==> config.mk <==
export PLATFORM = sky130hd
export DESIGN_NAME = alu_secuencial
export DESIGN_NICKNAME = d
export VERILOG_FILES = /design/src/rtl/alu_pkg.sv /design/src/rtl/desplazador_iter.sv /design/src/rtl/alu_secuencial.sv
export SDC_FILE = /design/constraint.sdc
export NUM_CORES = 1
export LEC_CHECK = 0
export BUFFER_PORTS_ARGS = -buffer_cell sky130_fd_sc_hd__buf_2
export CORE_ASPECT_RATIO = 2
export CORE_MARGIN = 2
export CORE_UTILIZATION = 57
export CTS_CLUSTER_DIAMETER = 200
export DETAILED_ROUTE_END_ITERATION = 10
export GPL_ROUTABILITY_DRIVEN = 1
export PLACE_DENSITY = 0.79
export SETUP_SLACK_MARGIN = 0.5
export SLEW_MARGIN = 25
export SYNTH_ARGS = -nofsm -noshare
export SYNTH_HDL_FRONTEND = slang
export SYNTH_SLANG_ARGS = --single-unit
==> constraint.sdc <==
create_clock -name CLK -period 3.3 [get_ports CLK]
set_input_delay 0.33 -clock CLK [delete_from_list [all_inputs] [get_ports CLK]]
set_output_delay 0.33 -clock CLK [all_outputs]
set_load 0.01 [all_outputs]
==> src/rtl/alu_pkg.sv <==
// alu_pkg: ALU op codes, FSM state and shift-kind types shared by alu_secuencial and desplazador_iter
package alu_pkg;
  localparam logic [3:0] ALU_ADD  = 4'b0000;
  localparam logic [3:0] ALU_OR   = 4'b0001;
  localparam logic [3:0] ALU_AND  = 4'b0010;
  localparam logic [3:0] ALU_BNE  = 4'b0011;
  localparam logic [3:0] ALU_SLT  = 4'b0100;
  localparam logic [3:0] ALU_SUB  = 4'b0111;
  localparam logic [3:0] ALU_SLL  = 4'b1000;
  localparam logic [3:0] ALU_XOR  = 4'b1001;
  localparam logic [3:0] ALU_SRL  = 4'b1010;
  localparam logic [3:0] ALU_SLTU = 4'b1101;
  localparam logic [3:0] ALU_SRA  = 4'b1110;
  localparam logic [3:0] ALU_BEQ  = 4'b1111;
  typedef enum logic [1:0] {IDLE, SHIFT, DONE} estado_alu_t;
  typedef enum logic [1:0] {SH_L, SH_RL, SH_RA} shift_op_t;
  function automatic shift_op_t to_shift_op(input logic [3:0] op);
    return op == ALU_SLL ? SH_L : op == ALU_SRL ? SH_RL : SH_RA;
  endfunction
endpackage

==> src/rtl/desplazador_iter.sv <==
// desplazador_iter: iterative 1-bit-per-cycle shifter
//   clk, rst_n      : clock, async active-low reset
//   load_i          : latch a_i, op_i, shamt_i
//   step_i          : shift one bit and decrement the counter
//   dato_sig_o      : value after the next step (registered by the caller on the final step)
//   fin_o           : the next step is the last one
module desplazador_iter
  import alu_pkg::*;
#(
  parameter int WIDTH = 32,
  parameter int SHW   = 5
) (
  input  logic             clk,
  input  logic             rst_n,
  input  logic             load_i,
  input  logic             step_i,
  input  shift_op_t        op_i,
  input  logic [WIDTH-1:0] a_i,
  input  logic [SHW-1:0]   shamt_i,
  output logic [WIDTH-1:0] dato_sig_o,
  output logic             fin_o
);
  logic [WIDTH-1:0] dato_q;
  logic [SHW-1:0]   cnt_q;
  shift_op_t        op_q;
  always_ff @(posedge clk or negedge rst_n)
    if (!rst_n) begin
      dato_q <= '0;
      cnt_q  <= '0;
      op_q   <= SH_L;
    end else if (load_i) begin
      dato_q <= a_i;
      cnt_q  <= shamt_i;
      op_q   <= op_i;
    end else if (step_i) begin
      dato_q <= dato_sig_o;
      cnt_q  <= cnt_q - SHW'(1);
    end
  // SRA refills from the current MSB, which stays equal to the latched A sign bit
  always_comb begin
    dato_sig_o = op_q == SH_L  ? {dato_q[WIDTH-2:0], 1'b0} :
                 op_q == SH_RL ? {1'b0, dato_q[WIDTH-1:1]} :
                                 {dato_q[WIDTH-1], dato_q[WIDTH-1:1]};
    fin_o      = cnt_q == SHW'(1);
  end
endmodule

==> src/rtl/alu_secuencial.sv <==
// alu_secuencial: RV32I execution ALU with start/busy/done handshake; FAST_SHIFT_EN selects a barrel shifter
//   CLK, RST_n       : clock, async active-low reset
//   start            : launch op (accepted in IDLE or DONE)
//   ALU_control, A, B: op code and operands, sampled on the accepting edge
//   result, flag     : registered result and branch/zero flag, held until the next done
//   busy, done       : multi-cycle shift in progress / one-cycle result-valid pulse
module alu_secuencial
  import alu_pkg::*;
#(
  parameter int WIDTH = 32,
  parameter int SHW   = 5
) (
  input  logic             CLK,
  input  logic             RST_n,
  input  logic             start,
  input  logic [3:0]       ALU_control,
  input  logic [WIDTH-1:0] A,
  input  logic [WIDTH-1:0] B,
  output logic [WIDTH-1:0] result,
  output logic             flag,
  output logic             busy,
  output logic             done
);
  estado_alu_t      state_q, state_d;
  logic [WIDTH-1:0] result_q, result_d, res_now, res_sh;
  logic             flag_q, flag_d, flag_now, accept, launch_shift, fin;
  logic [SHW-1:0]   shamt;
  assign shamt  = B[SHW-1:0];
  assign accept = start && state_q != SHIFT;
  always_comb begin
    case (ALU_control)
      ALU_SUB, ALU_BEQ, ALU_BNE: res_now = A - B;
      ALU_OR:   res_now = A | B;
      ALU_AND:  res_now = A & B;
      ALU_XOR:  res_now = A ^ B;
      ALU_SLT:  res_now = WIDTH'($signed(A) < $signed(B));
      ALU_SLTU: res_now = WIDTH'(A < B);
`ifdef FAST_SHIFT_EN
      ALU_SLL:  res_now = A << shamt;
      ALU_SRL:  res_now = A >> shamt;
      ALU_SRA:  res_now = $unsigned($signed(A) >>> shamt);
`else
      // only reached with shamt == 0; nonzero amounts go to the iterative unit
      ALU_SLL, ALU_SRL, ALU_SRA: res_now = A;
`endif
      default:  res_now = A + B;
    endcase
    flag_now = ALU_control == ALU_BEQ ? A == B :
               ALU_control == ALU_BNE ? A != B : res_now == '0;
  end
`ifdef FAST_SHIFT_EN
  assign launch_shift = 1'b0;
  assign fin          = 1'b0;
  assign res_sh       = '0;
`else
  assign launch_shift = accept && ALU_control inside {ALU_SLL, ALU_SRL, ALU_SRA} && shamt != '0;
  desplazador_iter #(.WIDTH(WIDTH), .SHW(SHW)) u_desp (
    .clk       (CLK),
    .rst_n     (RST_n),
    .load_i    (launch_shift),
    .step_i    (state_q == SHIFT),
    .op_i      (to_shift_op(ALU_control)),
    .a_i       (A),
    .shamt_i   (shamt),
    .dato_sig_o(res_sh),
    .fin_o     (fin)
  );
`endif
  always_ff @(posedge CLK or negedge RST_n)
    if (!RST_n) begin
      state_q  <= IDLE;
      result_q <= '0;
      flag_q   <= 1'b0;
    end else begin
      state_q  <= state_d;
      result_q <= result_d;
      flag_q   <= flag_d;
    end
  always_comb begin
    state_d  = state_q == SHIFT ? (fin ? DONE : SHIFT) :
               launch_shift ? SHIFT : accept ? DONE : IDLE;
    result_d = result_q;
    flag_d   = flag_q;
    if (accept && !launch_shift) begin
      result_d = res_now;
      flag_d   = flag_now;
    end else if (state_q == SHIFT && fin) begin
      result_d = res_sh;
      flag_d   = res_sh == '0;
    end
  end
  always_comb begin
    busy   = state_q == SHIFT;
    done   = state_q == DONE;
    result = result_q;
    flag   = flag_q;
  end
endmodule

==> results of run 1 <==
-- metrics by stage --
step / setup TNS [ns] / hold WS (ns) / setup WS [ns] / instance area, µm² / std cells
detailed placement: -2.45 / 0.478 / -0.974 / 13300 / 1871
floorplan: -0.159 / 0.0344 / -0.159 / 9440 / 1195
CTS: -0.260 / 0.174 / -0.260 / 14500 / 1906
global placement: -2.21 / 0.467 / -0.966 / 13300 / 1871
-- routing by layer --
| layer | GRT overflow | global-route usage [%] |
|---|---|---|
| met1 | 8 | 77.2 |
| met2 | 232 | 101 |
| met3 | 2 | 63.3 |
| met4 | 123 | 84.9 |
| met5 | 0 | 19.8 |
-- cell usage after synthesis (10+ instances only) --
master and count:
a21o_1 21, a221oi_1 20, nor2b_1 12, nand2b_1 12
o221ai_1 49, o21ai_0 62, xnor2_1 10, nor4_1 20
a22oi_1 19, a221o_1 22, a31oi_1 14, inv_1 106
buf_2 21, o211ai_1 27, nor2_1 79, clkbuf_1 51
ha_1 98, o31ai_1 18, a211oi_1 16, a21oi_1 87
mux2i_1 36, dfrtp_1 74, nand3_1 23, nand2_1 109
nor3_1 22
-- timing repair --
item	in CTS
resized for setup	152
pin swaps	29
setup buffers	19
setup endpoints to repair	13
-- cells by family after synthesis --
group | Yosys count
AO/OA/AOI/OAI | 448
XOR/XNOR | 11
adder cells (fa/ha/maj) | 100
buffers and inverters | 186
flip-flops | 74
multiplexers | 38
AND/OR/NAND/NOR | 338
==> results.cfg, run 1 <==
[outcome]
outcome = did not finish
haltStage = global routing
error = [ERROR GRT-0116] Global routing finished with congestion. Check the congestion regions in the DRC Viewer.

[synth]
synth.avg_cell_area_um2 = 7.75
postSynth.asyncResetShare_pct = 100
synth_edf_count = 0
ys.flop_type = dfrtp_1
syn_nets = 1366
yosysTopAreaCell = dfrtp_1
syn-instance-count = 1195
netlist_area_um2 = 9260
synth_compound_area_share_pct = 35.4
synthAdderAreaFrac_pct = 13.7
yosysWarnings = 0
synth_top_area_share_pct = 20.0
synth-xor-area-share_pct = 1.04
ys_types = 89
synth_top_family_by_area = compound AO/OA/AOI/OAI gates
synthMuxAreaShare_pct = 4.14
synth-seq-area-share_pct = 20.0
synth_top_cells_by_area = dfrtp_1 20%, ha_1 13%, a21oi_1 4.7%
synth_seq_cells = 74
synthSimpleGateAreaFrac_pct = 17.8

[cts]
cts.sinks = 74
clock_path_buffers = 2
clockRootBuffer = clkbuf_16
htree_levels = 3
cts_hold_buf = 0
numCtsBuffers = 9

[global_route]
grt_max_degree = 75
grt.total_usage_pct = 80.8
gr-total-overflow = 365
grt_first_pass_wirelength_um = 110000
grt_pass1_vias = 17000

[place]
gp_congestion = 1.14
hpwlAfterDp_um = 36300
numPortBuffers = 105

[floorplanning]
num_io_pins = 106
rows = 65
die_x_um = 94.1
initial_core_util_pct = 58.4
die_h_um = 184
==> inputs of run 2 (changes only) <==
--- a/config.mk
+++ b/config.mk
@@ -6,14 +6,11 @@
 export NUM_CORES = 1
 export LEC_CHECK = 0
 export BUFFER_PORTS_ARGS = -buffer_cell sky130_fd_sc_hd__buf_2
-export CORE_ASPECT_RATIO = 2
 export CORE_MARGIN = 2
-export CORE_UTILIZATION = 57
-export CTS_CLUSTER_DIAMETER = 200
+export CORE_UTILIZATION = 40
 export DETAILED_ROUTE_END_ITERATION = 10
 export GPL_ROUTABILITY_DRIVEN = 1
-export PLACE_DENSITY = 0.79
-export SETUP_SLACK_MARGIN = 0.5
+export PLACE_DENSITY_LB_ADDON = 0.15
 export SLEW_MARGIN = 25
 export SYNTH_ARGS = -nofsm -noshare
 export SYNTH_HDL_FRONTEND = slang
==> run 2 against run 1 <==
Effect of this change:
- the flow now finishes, with violations (negative hold slack, negative setup slack)
- synthesized area unchanged
- synthesized cell count unchanged
==> results.cfg, run 2 <==
[synth]
netlist_area_um2 = 9260
syn_nets = 1366
yosysWarnings = 0
ys_top_cells_by_count = 109 x nand2_1, 106 x inv_1, 98 x ha_1, 87 x a21oi_1, 79 x nor2_1
synth_edf_count = 0
postSynth.asyncResetShare_pct = 100
yosysMostFrequentCell = nand2_1
yosysTopAreaCell = dfrtp_1
synth.avg_cell_area_um2 = 7.75
synth_seq_cells = 74
ys.flop_type = dfrtp_1
synth_top_cells_by_area = dfrtp_1 20%, ha_1 13%, a21oi_1 4.7%
synth-seq-area-share_pct = 20.0
synth_top_area_share_pct = 20.0
ys_types = 89
syn-instance-count = 1195

[global_route]
antenna_found_initial = 0
grt_pass1_vias = 11300
grt.total_usage_pct = 34.0
gr-total-overflow = 0
grt_max_degree = 75
grt_first_pass_wirelength_um = 64000

[critical_path]
path_max_fanout = 5
path_class = input pin to register
cp-start-kind = input pin
crit_arrival_ns = 3.74
cp-startpoint = A[1]
setup.worst_path.end_class = register
r2r-start = u_desp.op_q[1]$_DFFE_PN0P_
crit_path_end = flag$_DFFE_PN0P_
worstReg2RegEnd = flag$_DFFE_PN0P_
critical_path_required_ns = 3.55
ff2ff_setup_slack_ns = -0.16
rr_worst_depth = 13

[detailed_routing]
drtPass1Iterations = 7
drtIter0Drc = 1001
post_drt_wl_per_cell_um = 21.0
drt-total-wl_um = 41800
drc = 0
avgViaCountPerCell = 5.92
ant_nets = 0
num_vias = 11800

[power_and_ir_drop]
ir_drop_v = 0.000290
pwr_density_cell_nw_per_um2 = 424
power_leakage_nw = 6.86

[sta]
fin_crit_ns = 3.49
min_period_over_period_pct = 106
setup_viol = 1
fmax_mhz = 286
timing.final.ws_setup_ns = -0.195
rsz0062_at_grt = yes
hold_violations = 1
skew_ns = 0.00542
slew-limit-headroom_pct = 20.3
worst_pin_slew_ns = 1.19
whs_ns = -0.00223
drv_slew = 0

[floorplanning]
num_io_pins = 106
die_h_um = 156
die_x_um = 156
core-area_um2 = 22700
initial_core_util_pct = 40.8
rows = 55
dieArea_um2 = 24400

[cells_and_area]
final_cell_mix = 469 x buf_4, 109 x nand2_1, 98 x buf_2
final_util_pct = 63.0
area_growth_pct = 54.7
final_nets = 1877
layout-drive-gt1-share_pct = 40.8
final_common_cell = buf_4
insertedDiodeCount = 0
layout.cells.non_filler = 1995
n_fill_cell = 2067

[cts]
tritoncts = done
clk_pin_slew_worst_paths_ns = 0.05
cts.sinks = 74
htree_levels = 3
numCtsBuffers = 9
clkLatencyLatePin_ns = 0.34
clock_path_buffers = 2
clockRootBuffer = clkbuf_16

[job]
cap_violations = 0

[place]
place_inst = 1961
hpwlAfterDp_um = 33800
gp_congestion = 1.02
numPortBuffers = 105

[outcome]
outcome = finished, violations left
violations = negative hold slack, negative setup slack

[min_path]
hold_path_class = input pin to async pin
-- run 2: cell counts after synthesis --
No cell type changed its count.
-- run 2: worst min-delay path by stage --
stage / slack (ns) / to / startpoint / cells past startpoint
2_1_floorplan: 0.03 / flag$_DFFE_PN0P_ / RST_n / 0
3_3_place_gp: 0.48 / result[28]$_DFFE_PN0P_ / result[28]$_DFFE_PN0P_ / 2
3_5_place_dp: 0.49 / result[8]$_DFFE_PN0P_ / result[8]$_DFFE_PN0P_ / 2
4_1_cts: 0.18 / u_desp.cnt_q[4]$_DFFE_PN0P_ / RST_n / 1
5_1_grt: 0.06 / u_desp.cnt_q[4]$_DFFE_PN0P_ / RST_n / 1
6_report: -0.002 / u_desp.cnt_q[4]$_DFFE_PN0P_ / RST_n / 1
-- run 2: routing by layer --
layer  track usage (%)  share of wire [%]  vias up
met3              4.86                7.5       88
li1                  -                  -     5539
met5                 0                  0        -
met2              54.1                 44      510
met4              11.6                3.4        0
met1              47.2                 45     5683
-- run 2: worst max-delay path, cell delays in order --
cell and delay (ns):
buf_4 0.13, buf_4 0.14, fa_2 0.42, a211oi_4 0.29, o211a_1 0.24, or2_2 0.13, a41oi_1 0.17, buf_4 0.19
nand2_1 0.05, a211oi_1 0.06, a311oi_1 0.32, buf_4 0.17, nand2_1 0.04, or4_1 0.50, or3_1 0.37, o31ai_2 0.17
-- run 2: where the power goes --
part           switching, mW  internal, mW
Clock                  0.365         0.545
Sequential             0.315          1.27
Combinational           1.86          1.72
-- run 2: kinds of logic after synthesis --
group,Yosys count,share of synthesized area [%]
DFF,74,20.0
AOI/OAI and AO/OA,448,35.4
adders and majority gates,100,13.7
muxes,38,4.14
and+or+nand+nor,338,17.8
buffers and inverters,186,7.99
xor gates and xnor gates,11,1.04
-- run 2: area by class of cell --
| cell class | count | area [µm²] | area share, % |
|---|---|---|---|
| flip-flops and latches | 74 | 1850 | 12.9 |
| inverters | 108 | 423 | 2.95 |
| multi-input cells | 935 | 7240 | 50.6 |
| repair buffers | 578 | 4170 | 29.2 |
| well taps | 285 | 357 | 2.49 |
| clock inverters | 2 | 12.5 | 0.0874 |
| clock buffers | 13 | 260 | 1.82 |
-- run 2: timing repair --
| action | CTS | global route |
|---|---|---|
| hold buffers | 0 | 0 |
| endpoints found under the setup margin | 3 | 4 |
| buffers inserted | 18 | 0 |
| resized for setup | 81 | 12 |
| cloned | 1 | 0 |
| pin swaps | 41 | 3 |
| hold endpoints to repair | 0 | 0 |
-- run 2: stage by stage --
step | area, µm² | power, mW | TNS [ns] | worst slack, ns
3_3_place_gp | 13400 | 4.89 | -2.22 | -0.776
2_1_floorplan | 9410 | 3.19 | -0.159 | -0.159
5_1_grt | 14300 | 6.45 | -0.364 | -0.364
4_1_cts | 14300 | 5.99 | -0.164 | -0.164
3_5_place_dp | 13400 | 4.93 | -2.55 | -0.790
6_report | 14300 | 6.07 | -0.195 | -0.195
(Power assumes the default switching activity.)
